File: config.mk
export PLATFORM = sky130hd
export DESIGN_NAME = temporizador_n_flat
export DESIGN_NICKNAME = d
export VERILOG_FILES = /design/src/rtl/temporizador_n_if.sv /design/src/rtl/temporizador_n.sv /design/src/flat_wrapper.sv
export SDC_FILE = /design/constraint.sdc
export NUM_CORES = 1
export LEC_CHECK = 0
export BUFFER_PORTS_ARGS = -buffer_cell sky130_fd_sc_hd__buf_2
export CAP_MARGIN = 20
export CORE_MARGIN = 3
export CORE_UTILIZATION = 52
export DETAILED_ROUTE_END_ITERATION = 7
export GPL_ROUTABILITY_DRIVEN = 0
export PLACE_DENSITY_LB_ADDON = 0.05
export SKIP_CTS_REPAIR_TIMING = 1
export SLEW_MARGIN = 20
export SYNTH_ARGS = -nofsm -noshare
export SYNTH_HDL_FRONTEND = slang
export SYNTH_SLANG_ARGS = --single-unit
File: constraint.sdc
create_clock -name clk -period 5.9 [get_ports clk]
set_clock_uncertainty 0.2 [all_clocks]
set_input_delay 1.18 -clock clk [delete_from_list [all_inputs] [get_ports clk]]
set_output_delay 1.18 -clock clk [all_outputs]
set_load 0.01 [all_outputs]
File: src/rtl/temporizador_n_if.sv
// Control/status bundle between a timer and the controller that arms it.
// master = controller + tick source, slave = the timer itself.
interface temporizador_n_if #(
    parameter int N = 8
);
    logic         start;
    logic [N-1:0] load_val;
    logic         auto_reload;
    logic         tick;
    logic         busy;
    logic         done_tick;
    logic [N-1:0] q;

    modport master (
        output start, load_val, auto_reload, tick,
        input  busy, done_tick, q
    );

    modport slave (
        input  start, load_val, auto_reload, tick,
        output busy, done_tick, q
    );
endinterface

File: src/rtl/temporizador_n.sv
// Loadable down-counting timer with optional auto-reload; done_tick pulses on expiry.
// Latency: q/busy valid one edge after start; no backpressure, ticks are consumed whenever RUN.
module temporizador_n #(
    parameter int N = 8
) (
    input  logic              clk,
    input  logic              reset_n,
    input  logic              soft_reset,
    temporizador_n_if.slave   tmr
);
    typedef enum logic {IDLE, RUN} state_t;

    state_t       state_q, state_d;
    logic [N-1:0] q_q, q_d;
    logic [N-1:0] reload_q, reload_d;
    logic         mode_q, mode_d;
    logic         done_q, done_d;

    always_ff @(posedge clk or negedge reset_n) begin
        if (!reset_n) begin
            state_q  <= IDLE;
            q_q      <= '0;
            reload_q <= '0;
            mode_q   <= 1'b0;
            done_q   <= 1'b0;
        end else begin
            state_q  <= state_d;
            q_q      <= q_d;
            reload_q <= reload_d;
            mode_q   <= mode_d;
            done_q   <= done_d;
        end
    end

    always_comb begin
        state_d  = state_q;
        q_d      = q_q;
        reload_d = reload_q;
        mode_d   = mode_q;
        done_d   = 1'b0;
        if (soft_reset) begin
            state_d  = IDLE;
            q_d      = '0;
            reload_d = '0;
            mode_d   = 1'b0;
        end else if (tmr.start) begin
            // Re-arm abandons any running count silently; a zero load expires at once.
            reload_d = tmr.load_val;
            mode_d   = tmr.auto_reload;
            if (tmr.load_val != '0) begin
                q_d     = tmr.load_val;
                state_d = RUN;
            end else begin
                q_d     = '0;
                done_d  = 1'b1;
                state_d = IDLE;
            end
        end else if (state_q == RUN && tmr.tick) begin
            if (q_q == {{(N-1){1'b0}}, 1'b1}) begin
                done_d = 1'b1;
                if (mode_q) begin
                    q_d = reload_q;
                end else begin
                    q_d     = '0;
                    state_d = IDLE;
                end
            end else begin
                q_d = q_q - 1'b1;
            end
        end
    end

    assign tmr.busy      = (state_q == RUN);
    assign tmr.done_tick = done_q;
    assign tmr.q         = q_q;
endmodule

File: src/flat_wrapper.sv
// flat-port wrapper written by rule: the top's interface ports become plain ports
module temporizador_n_flat 
#(
    parameter int N = 8
)
  (clk, reset_n, soft_reset, tmr_start, tmr_load_val, tmr_auto_reload, tmr_tick, tmr_busy, tmr_done_tick, tmr_q);
  temporizador_n_if #(.N(N)) tmr_i ();
  input  logic clk;
  input  logic reset_n;
  input  logic soft_reset;
  input wire logic [$bits(tmr_i.start)-1:0] tmr_start;
  input wire logic [$bits(tmr_i.load_val)-1:0] tmr_load_val;
  input wire logic [$bits(tmr_i.auto_reload)-1:0] tmr_auto_reload;
  input wire logic [$bits(tmr_i.tick)-1:0] tmr_tick;
  output wire logic [$bits(tmr_i.busy)-1:0] tmr_busy;
  output wire logic [$bits(tmr_i.done_tick)-1:0] tmr_done_tick;
  output wire logic [$bits(tmr_i.q)-1:0] tmr_q;
  assign tmr_i.start = tmr_start;
  assign tmr_i.load_val = tmr_load_val;
  assign tmr_i.auto_reload = tmr_auto_reload;
  assign tmr_i.tick = tmr_tick;
  assign tmr_busy = tmr_i.busy;
  assign tmr_done_tick = tmr_i.done_tick;
  assign tmr_q = tmr_i.q;
  temporizador_n #(.N(N)) u_core (.clk(clk), .reset_n(reset_n), .soft_reset(soft_reset), .tmr(tmr_i));
endmodule
## Yosys cells after proc, flatten, opt, wreduce, memory -nomap -nowiden

Cells that the tools add are included.

- Logic and storage cells: 35
- Bits of input ports: 14
- Output and inout port bits: 10
- Register bits: 19

- Equality and inequality tests: 2
- Mux-type cells: 21
- Add/subtract/negate cells: 1
- Reductions and logical operators: 6

Operators with widths:

| kind | number |
|---|---|
| 2-to-1 mux 8 bit | 8 |
| 2-to-1 mux 1 bit | 13 |
| == test 8 x 1 -> 1 bit (second input constant) | 1 |
| nonzero test 8 bit | 1 |
| subtractor 8 x 1 -> 8 bit (second input constant) | 1 |
| nonzero test 3 bit | 2 |
| inequality test 3 bit (second input constant) | 1 |
| AND reduction 3 bit | 1 |
| nonzero test 2 bit | 1 |
| logical AND 1 bit | 1 |

## Longest topological paths before layout

Gate-level depths: netlist of run 1.

- Word-level depth: 5
- Gate-level depth with buffers: 7
- Depth with buffers taken out: 6

## Worst setup path before layout of run 1

Ideal clock, no wire load.

- Path type: input-to-reg
- From: input tmr_tick
- To: register u_core.q_q[7], in the netlist u_core.tmr.q[7]
- Data arrival time: 2204 ps
- Data required time: 5601 ps
- Buffers on the path: 1
- Slack: 3397 ps
- Setup time: 99 ps
- Cell stages on the path: 5
- Cells stage by stage: and2_1 buf_2 nand2_2 or4_1 a311oi_1

- Cells in the longest elaborated chain, start to end: 2

Ends and longest elaborated chain:

| what | RTL line | RTL |
|---|---|---|
| start, declared | flat_wrapper.sv:14 | `input wire logic [$bits(tmr_i.tick)-1:0] tmr_tick;` |
| logical AND 1 bit | temporizador_n.sv:58 | `end else if (state_q == RUN && tmr.tick) begin` |
| nonzero test 3 bit (no line) | n/a |  |
| end signal, assigned | temporizador_n.sv:28 | `q_q <= q_d;` |
| end, declared | temporizador_n.sv:14 | `logic [N-1:0] q_q, q_d;` |

Every way passes these cells.
A chain may end at the register's enable or synchronous reset.

## Final worst setup path of run 1

Same ends and word-level chain as after synthesis.

==> summary.txt, run 1 <==
Largest incremental delay on the critical path: 480 ps
Die Wd: 52.3 µm
Fmax: 0.409 GHz
Net count, final: 162
Library cells used by synthesis: 37
P per Cell Area: 217 mW/mm²
# setup viols final: 0
Busiest grt layer: met2
Syn-to-layout area delta: 13.1%
Fillers: 198
CP delay by family, top: simple AND/OR/NAND/NOR gates
Clock Path Buffers: 2
Met3 GRT Util: 3.70%
Post-synth EDFFs: 0
Worst Path Required: 5910 ps
Core ar.: 0.00200 mm²
Sequential cell area fraction in the yosys report: 42.6%
Largest net degree at the start of global routing: 21
DRT Pass-1 Iters: 4
Syn_area_per_cell: 8.85 µm²
RSZ-0062 raised after global routing: false
Clock buffer count from CTS: 3
Skew-Pair Late Insertion Delay: 290 ps
Initial Util: 55.7%
Detailed-route DRC error count: 0
Synth warn: 0
Share of the synthesized area in the top cell type: 42.6%
Synth Instances: 126
Status: completed
Total Power: 274 µW
Crit path max fanout: 9
Max Cap Violations: 0
Setup TNS Final: 0 ps
Syn nets: 142
Share of layout cells above drive strength 1: 22.1%
Mapped Area: 0.00111 mm²
Worst rel slew slack: 53.0%
Rows: 16
Cell at the root of the clock tree: clkbuf_4
Number of global-route vias before repair: 935
Worst-path clk slew: 110 ps
Top post-synthesis cells by area: dfrtp_1, nand2_1, a21oi_1
Ys async rst share: 100%
Via/cell ratio: 6.12
Pleak: 0.000568 µW
CP cell instances: buf_2 -> and2_1 -> nand2_2 -> or4_1 -> a311oi_1
M2 GR Usage: 32.2%
Post-synth top flop: dfrtp_1
Post-synth top cells: dfrtp_1, nand2_1, nor2_1
1st-iter DRT viols: 35
Die height: 52.3 µm
Period minus WS final: 2450 ps
Detailed Route WL: 2590 µm
Crit path launch type: input pin
Met1 usage in global routing: 30.4%
CTS tree: yes
Cell taking the most area after synthesis: dfrtp_1
Slowest CP cell: or4_1
Final worst-path cycle share: 41.5%
Most frequent cell after synthesis: dfrtp_1
Fin. max-slew vios: 0
Hold Crit Class: flip-flop to flip-flop
Post-route ant nets: 0
Antenna violations before repair: 0
Hpwl dp: 1820 µm
Crit path capture type: flip-flop
Diodes inserted: 0
Clk sinks: 19
Vias: 1053
H-tree Lvls: 1
Slew @ Worst Pin: 702 ps
Final hold vios: 0
WL/cell: 15.0 µm
WP buf/inv: 1
Gr usage total: 21.1%
Number of I/O port buffers: 23
Die Area: 0.00274 mm²
First-pass GRT wire length: 4330 µm
Worst path arrival time: 2450 ps
Max IR drop VDD: 0.144 mV
Total grt overflow: 0
Num ports: 24
CP Class: input pin to flip-flop
Yosys reg bits: 19
cells by family after synthesis:
family,count (synthesis),synth area share [%]
compound gates,30,18.7
buf+inv,13,4.71
flops,19,42.6
simple gates,55,25.7
xor+xnor,3,2.36
fa+ha+maj,2,2.24
mux,4,3.59
path summary, 6_finish.rpt:
| check | from | cells past startpoint | slack [ps] | end |
|---|---|---|---|---|
| worst min-delay path | u_core.reload_q[2] | 2 | 350 | u_core.reload_q[2] |
| worst min register to register | u_core.reload_q[2] | 2 | 350 | u_core.reload_q[2] |
| max in group asynchronous | reset_n | 1 | 4590 | u_core.tmr.busy |
| min in group asynchronous | reset_n | 1 | 610 | u_core.tmr.q[7] |
| worst max-delay path | tmr_tick | 5 | 3450 | u_core.tmr.q[7] |
| worst max register to register | u_core.tmr.q[1] | 6 | 3550 | u_core.tmr.q[0] |
layout make-up:
cell class	count	area (µm²)	area share, %
clock buffers	4	26.3	2.08
inverters	5	18.8	1.49
multi-input cells	94	592	46.9
flip-flops and latches	19	475	37.7
well taps	27	33.8	2.68
repair buffers	23	115	9.13
worst min-delay path, delay by kind of cell, from the launching register on:
| kind | cells | cell delay (ps) |
|---|---|---|
| AND/OR/NAND/NOR | 1 | 80 |
| multiplexers | 1 | 70 |
| flip-flops | 1 | 370 |
placed cells by master (no fill, tap or decap), types with 2 or more instances in the layout:
cell	instances
a41o_1	2
clkbuf_4	3
a21oi_1	11
and2_1	2
nand3_1	3
nor3_1	3
or3_1	2
xor2_1	2
nor2_1	12
dfrtp_1	19
inv_1	4
a31oi_1	2
mux2i_1	4
nor4_1	3
nor3b_1	2
nand2_1	17
o21ai_0	2
or2_2	2
ha_1	2
o32ai_1	3
a311oi_1	3
nand4_1	3
buf_2	23
registers in the layout, summed over array words and instances, names as in the netlist:
register              cells
u_core.tmr.busy           1
u_core.tmr.q              8
u_core.reload_q           8
u_core.tmr.done_tick      1
u_core.mode_q             1
through the flow:
| step | instances | worst slack, ps | utilization, % | hold WS [ps] | area [µm²] |
|---|---|---|---|---|---|
| 2_1_floorplan | 126 | 3400 | - | 287 | 1110 |
| 5_1_grt | 172 | 3360 | 63.0 | 374 | 1260 |
| 3_5_place_dp | 168 | 3150 | 61.4 | 316 | 1230 |
| 6_report | 172 | 3450 | 63.0 | 345 | 1260 |
| 4_1_cts | 172 | 3110 | 62.7 | 346 | 1260 |
| 3_3_place_gp | 168 | 3170 | 61.4 | 311 | 1230 |
power by group:
part	switching, µW	total (µW)	internal (µW)	leakage (µW)
registers	10.5	148	138	0.000251
logic	35.3	59.7	24.4	0.000301
clock network	39.5	65.8	26.3	0.0000150
routing by layer:
layer / wire length, µm / vias to the layer above
li1: - / 506
met1: 1270 / 499
met2: 1090 / 46
met3: 214 / 2
met4: 13 / 0
met5: 0 / -
Power figures use the tool's default switching activity.
==> run 2: changes to the inputs <==
- ABC_AREA: not set -> 1
- CORE_UTILIZATION: 52 -> 48
- clock period: 5.9 -> 2.17 ns (I/O delays scaled with it)
==> run 2 against run 1 <==
Register-to-register slack got worse by 3200 ps. Critical path depth increased by 6. First-iteration DRC count increased by 2.9%. Critical path type is now flip-flop to flip-flop. Critical endpoint unchanged. Largest cell class unchanged. Largest power group unchanged.
==> summary.txt, run 2 <==
Initial Util: 53.9%
Max Cap Violations: 0
Largest incremental delay on the critical path: 410 ps
Clock buffer count from CTS: 3
First-pass GRT wire length: 4170 µm
Detailed-route DRC error count: 0
Commonest non-fill, non-tap cell in the layout: nand2_1
Most frequent cell after synthesis: nand2_1
Top post-synthesis cells by area: dfrtp_1, nand2_1, nor2_1
Diodes inserted: 0
WL/cell: 12.1 µm
Post-synth top cells: nand2_1, nor2_1, dfrtp_1
Period minus WS final: 1820 ps
Slowest CP cell: dfrtp_1
Net count, final: 204
Final worst-path cycle share: 83.7%
Yosys reg bits: 19
P per Cell Area: 652 mW/mm²
Clock Path Buffers: 2
Setup TNS Final: 0 ps
Worst-path clk slew: 110 ps
Fillers: 215
Fmax: 0.551 GHz
Syn nets: 179
Num ports: 24
Synth Instances: 163
Share of the synthesized area in the top cell type: 42.4%
Pleak: 0.000667 µW
Rows: 16
CTS tree: yes
Post-synth EDFFs: 0
Skew-Pair Late Insertion Delay: 290 ps
Library cells used by synthesis: 21
Post-route ant nets: 0
Worst setup margin: 354 ps
Antenna violations before repair: 0
Share of layout cells above drive strength 1: 18.2%
Synth warn: 0
Status: completed
Cell at the root of the clock tree: clkbuf_4
Placed Area: 0.00125 mm²
Slew @ Worst Pin: 425 ps
Crit path capture type: flip-flop
Die Wd: 54.4 µm
Largest net degree at the start of global routing: 20
Crit path launch type: flip-flop
Final hold vios: 0
Sequential cell area fraction in the yosys report: 42.4%
Clk sinks: 19
Die height: 54.4 µm
Vias: 1067
Syn_area_per_cell: 6.89 µm²
Max IR drop VDD: 0.370 mV
Mapped Area: 0.00112 mm²
Via/cell ratio: 4.99
Ys async rst share: 100%
Fin Hold WS: 179 ps
Worst rel slew slack: 71.7%
Syn-to-layout area delta: 14.4%
Final instance area: 0.00128 mm²
Hold Crit Class: input pin to flip-flop
Detailed Route WL: 2590 µm
Total grt overflow: 0
RSZ-0062 raised after global routing: false
CP Class: flip-flop to flip-flop
Most frequent CP cell: nand2_1
Hpwl dp: 1990 µm
Die Area: 0.00295 mm²
Gr usage total: 19.8%
Finished Layout Cells: 214
Cell taking the most area after synthesis: dfrtp_1
Core ar.: 0.00208 mm²
Most frequent cells in the layout: nand2_1, nor2_1, buf_2
Setup Slack @ Placement: 386 ps
# setup viols final: 0
Number of I/O port buffers: 23
CP cell instances: inv_1 -> ha_1 -> inv_1 -> nor2_1 -> nand2_2 -> inv_2 -> o21ai_0 -> nand2_1 -> nand2_1 -> nand2_1 -> nand2_1
DRT Pass-1 Iters: 4
Fin. max-slew vios: 0
Post-synth top flop: dfrtp_1
Number of global-route vias before repair: 951
Worst Path Required: 2160 ps
Dpl cells: 209
Worst path arrival time: 1810 ps
1st-iter DRT viols: 36
H-tree Lvls: 1
Crit path max fanout: 12
==> run 2: cells by family after synthesis <==
| logic type | count (synthesis) | synth area share (%) |
|---|---|---|
| adders and majority gates | 2 | 2.23 |
| buffers and inverters | 20 | 7.47 |
| and+or+nand+nor | 95 | 33.8 |
| AOI/OAI and AO/OA | 24 | 11.8 |
| DFF | 19 | 42.4 |
| xor gates and xnor gates | 3 | 2.34 |
==> run 2: where the power goes <==
part           leakage (µW)  switching [µW]  internal, µW  total [µW]
combinational      0.000405             154          90.4         245
sequential         0.000247            30.8           385         416
clock             0.0000150             105          71.5         176
==> run 2: final cells by class <==
class / instances / area (µm²) / share of cell area (%)
clock buffers: 4 / 26.3 / 2.05
inverters: 16 / 60.1 / 4.68
multi-input cells: 124 / 563 / 43.9
flip-flops and latches: 19 / 475 / 37.0
well taps: 27 / 33.8 / 2.63
repair buffers: 24 / 125 / 9.75
==> run 2: worst paths after layout <==
check / slack, ps / cells after the start / from / to
setup / recovery: 350 / 11 / u_core.tmr.q[1] / u_core.tmr.q[7]
hold / removal: 180 / 2 / soft_reset / u_core.tmr.busy
setup reg to reg: 350 / 11 / u_core.tmr.q[1] / u_core.tmr.q[7]
hold reg to reg: 310 / 1 / u_core.reload_q[6] / u_core.reload_q[6]
max in group asynchronous: 1080 / 2 / reset_n / u_core.reload_q[7]
min in group asynchronous: 390 / 2 / reset_n / u_core.tmr.q[6]
==> run 2: per-layer routing <==
metal | up-vias | GRT usage, % | part of all wire (%)
met3 | 2 | 3.81 | 5.8
met1 | 467 | 26.3 | 48
li1 | 562 | - | -
met4 | 0 | 8.71 | 0.35
met5 | - | 0 | 0
met2 | 36 | 31.3 | 46
==> run 2: critical path: cells and delay by family, from the launching register on <==
family	cells	cell delay [ps]
adders and majority gates	1	150
and+or+nand+nor	6	530
buffers and inverters	3	300
AOI/OAI and AO/OA	1	100
DFF	1	410
==> run 2: through the flow <==
stage | utilization (%) | power, µW
6_report | 61.7 | 837
5_1_grt | 61.7 | 902
4_1_cts | 61.2 | 843
3_5_place_dp | 59.9 | 665
3_3_place_gp | 59.9 | 660
2_1_floorplan | - | 585
==> run 3: changes to the inputs <==
- clock period: 2.17 -> 1.6 ns (I/O delays scaled with it)
==> run 3 against run 2 <==
Core utilization rose by 9.9 points. Critical endpoint is now u_core.tmr.q[3]. Highest routed layer unchanged. Flip-flop and latch count is the same. Wire length rose by 14%. Clock power up 48%.
==> summary.txt, run 3 (synthesized netlist as in run 2, its figures left out) <==
Share of layout cells above drive strength 1: 31.7%
# setup viols final: 0
Final hold vios: 0
Number of I/O port buffers: 23
Worst path arrival time: 1590 ps
Crit path capture type: flip-flop
Fillers: 168
Largest net degree at the start of global routing: 20
Clk sinks: 19
Crit path launch type: flip-flop
Worst Reg-to-Reg Cells: 11
Crit path max fanout: 7
Hold path cells: 2
Fin. max-slew vios: 0
RSZ-0062 raised after global routing: true
Detailed-route DRC error count: 0
DRT Pass-1 Iters: 4
Period minus WS final: 1590 ps
Antenna violations before repair: 0
Status: completed
Gr usage total: 21.3%
Setup Slack @ Placement: -59.9 ps
WL/cell: 12.7 µm
Commonest non-fill, non-tap cell in the layout: nand2_1
CP cell instances: inv_2 -> ha_4 -> inv_2 -> nor2_4 -> nand2_4 -> inv_4 -> nand2_1 -> nand2_1 -> nand2_1 -> nand2_1 -> o21ai_1
Detailed Route WL: 2940 µm
Worst Path Required: 1600 ps
Num ports: 24
Total Power: 1280 µW
Vias: 1201
First-pass GRT wire length: 4560 µm
Hpwl dp: 2070 µm
Pleak: 0.000769 µW
Most frequent CP cell: nand2_1
Slowest CP cell: dfrtp_1
Clock Path Buffers: 2
Max IR drop VDD: 0.710 mV
Diodes inserted: 0
Die Area: 0.00295 mm²
Initial Util: 53.9%
Worst rel slew slack: 70.2%
Die Wd: 54.4 µm
CTS tree: yes
Net count, final: 222
Core ar.: 0.00208 mm²
Via/cell ratio: 5.18
Total grt overflow: 0
Worst-path clk slew: 120 ps
Hold Crit Class: input pin to flip-flop
Critical R2R Capture: u_core.tmr.q[3]
Die height: 54.4 µm
H-tree Lvls: 1
Number of global-route vias before repair: 1069
Final worst-path cycle share: 99.2%
Worst Hold Path EP: u_core.tmr.busy
Syn-to-layout area delta: 32.7%
P per Cell Area: 859 mW/mm²
Hold Crit Start: soft_reset
Cell at the root of the clock tree: clkbuf_4
1st-iter DRT viols: 27
Largest incremental delay on the critical path: 410 ps
Reg2reg start: u_core.tmr.q[1]
Rows: 16
Most frequent cells in the layout: nand2_1, nor2_1, buf_2
Max Cap Violations: 0
Clock buffer count from CTS: 3
Post-route ant nets: 0
Skew-Pair Late Insertion Delay: 310 ps
Slew @ Worst Pin: 447 ps
R2R Setup Slk: 10 ps
Worst setup margin: 12.4 ps
CP Class: flip-flop to flip-flop
Fmax: 0.630 GHz
## run 3: changes by cell type in the layout (fill, tap and decap cells not counted), moves of 3 or more
cell     delta
inv_1       -3
o21ai_1     +5
o21ai_0     -5
buf_4      +15
nor2_1      -3
## run 3: per-layer routing
| metal | up-vias | global-route usage, % | wire (µm) |
|---|---|---|---|
| met1 | 562 | 26.6 | 1350 |
| met3 | 4 | 3.54 | 132 |
| met5 | - | 0 | 0 |
| met2 | 37 | 37.6 | 1440 |
| met4 | 0 | 5.81 | 19 |
| li1 | 598 | - | - |
## run 3: power by group
part | total, µW | switching [µW] | internal (µW)
registers | 557 | 35.2 | 522
clock network | 260 | 163 | 97.3
logic | 462 | 266 | 196
## run 3: worst max-delay path by stage
stage	from	to	slack, ps	depth (start not counted)
finish	u_core.tmr.q[1]	u_core.tmr.q[3]	10	11
global route	u_core.tmr.q[1]	u_core.tmr.q[6]	-90	10
CTS	u_core.tmr.q[1]	u_core.tmr.q[3]	-90	11
detailed placement	u_core.tmr.q[1]	u_core.tmr.q[3]	-60	11
global placement	u_core.tmr.q[1]	u_core.tmr.q[3]	10	11
floorplan	u_core.tmr.q[1]	u_core.tmr.q[0]	40	10
## run 3: cell type report
class,count,area (µm²),area share [%]
multi-input cells,125,631,42.4
inverters,16,62.6,4.20
well taps,27,33.8,2.27
clock buffers,4,26.3,1.76
flip-flops and latches,19,475,31.9
repair buffers,41,260,17.5
## run 3: metrics by stage
stage | util (%) | hold WS [ps] | setup TNS [ps] | area, µm² | cells
final | 71.5 | 46.7 | 0 | 1490 | 232
after global routing | 71.5 | 51.4 | -412 | 1490 | 232
after CTS | 66.6 | -243 | -244 | 1390 | 228
after detailed placement | 65.3 | 92.7 | -99.2 | 1360 | 224
after global placement | 65.3 | 85.1 | 0 | 1360 | 224
after floorplan | - | -176 | 0 | 1120 | 163
## run 3: worst max-delay path: cells and delay by family, from the launching register on
kind | cells | cell delay (ps)
AO/OA/AOI/OAI | 1 | 70
AND/OR/NAND/NOR | 6 | 460
adder cells (fa/ha/maj) | 1 | 130
buffers and inverters | 3 | 220
flip-flops | 1 | 410
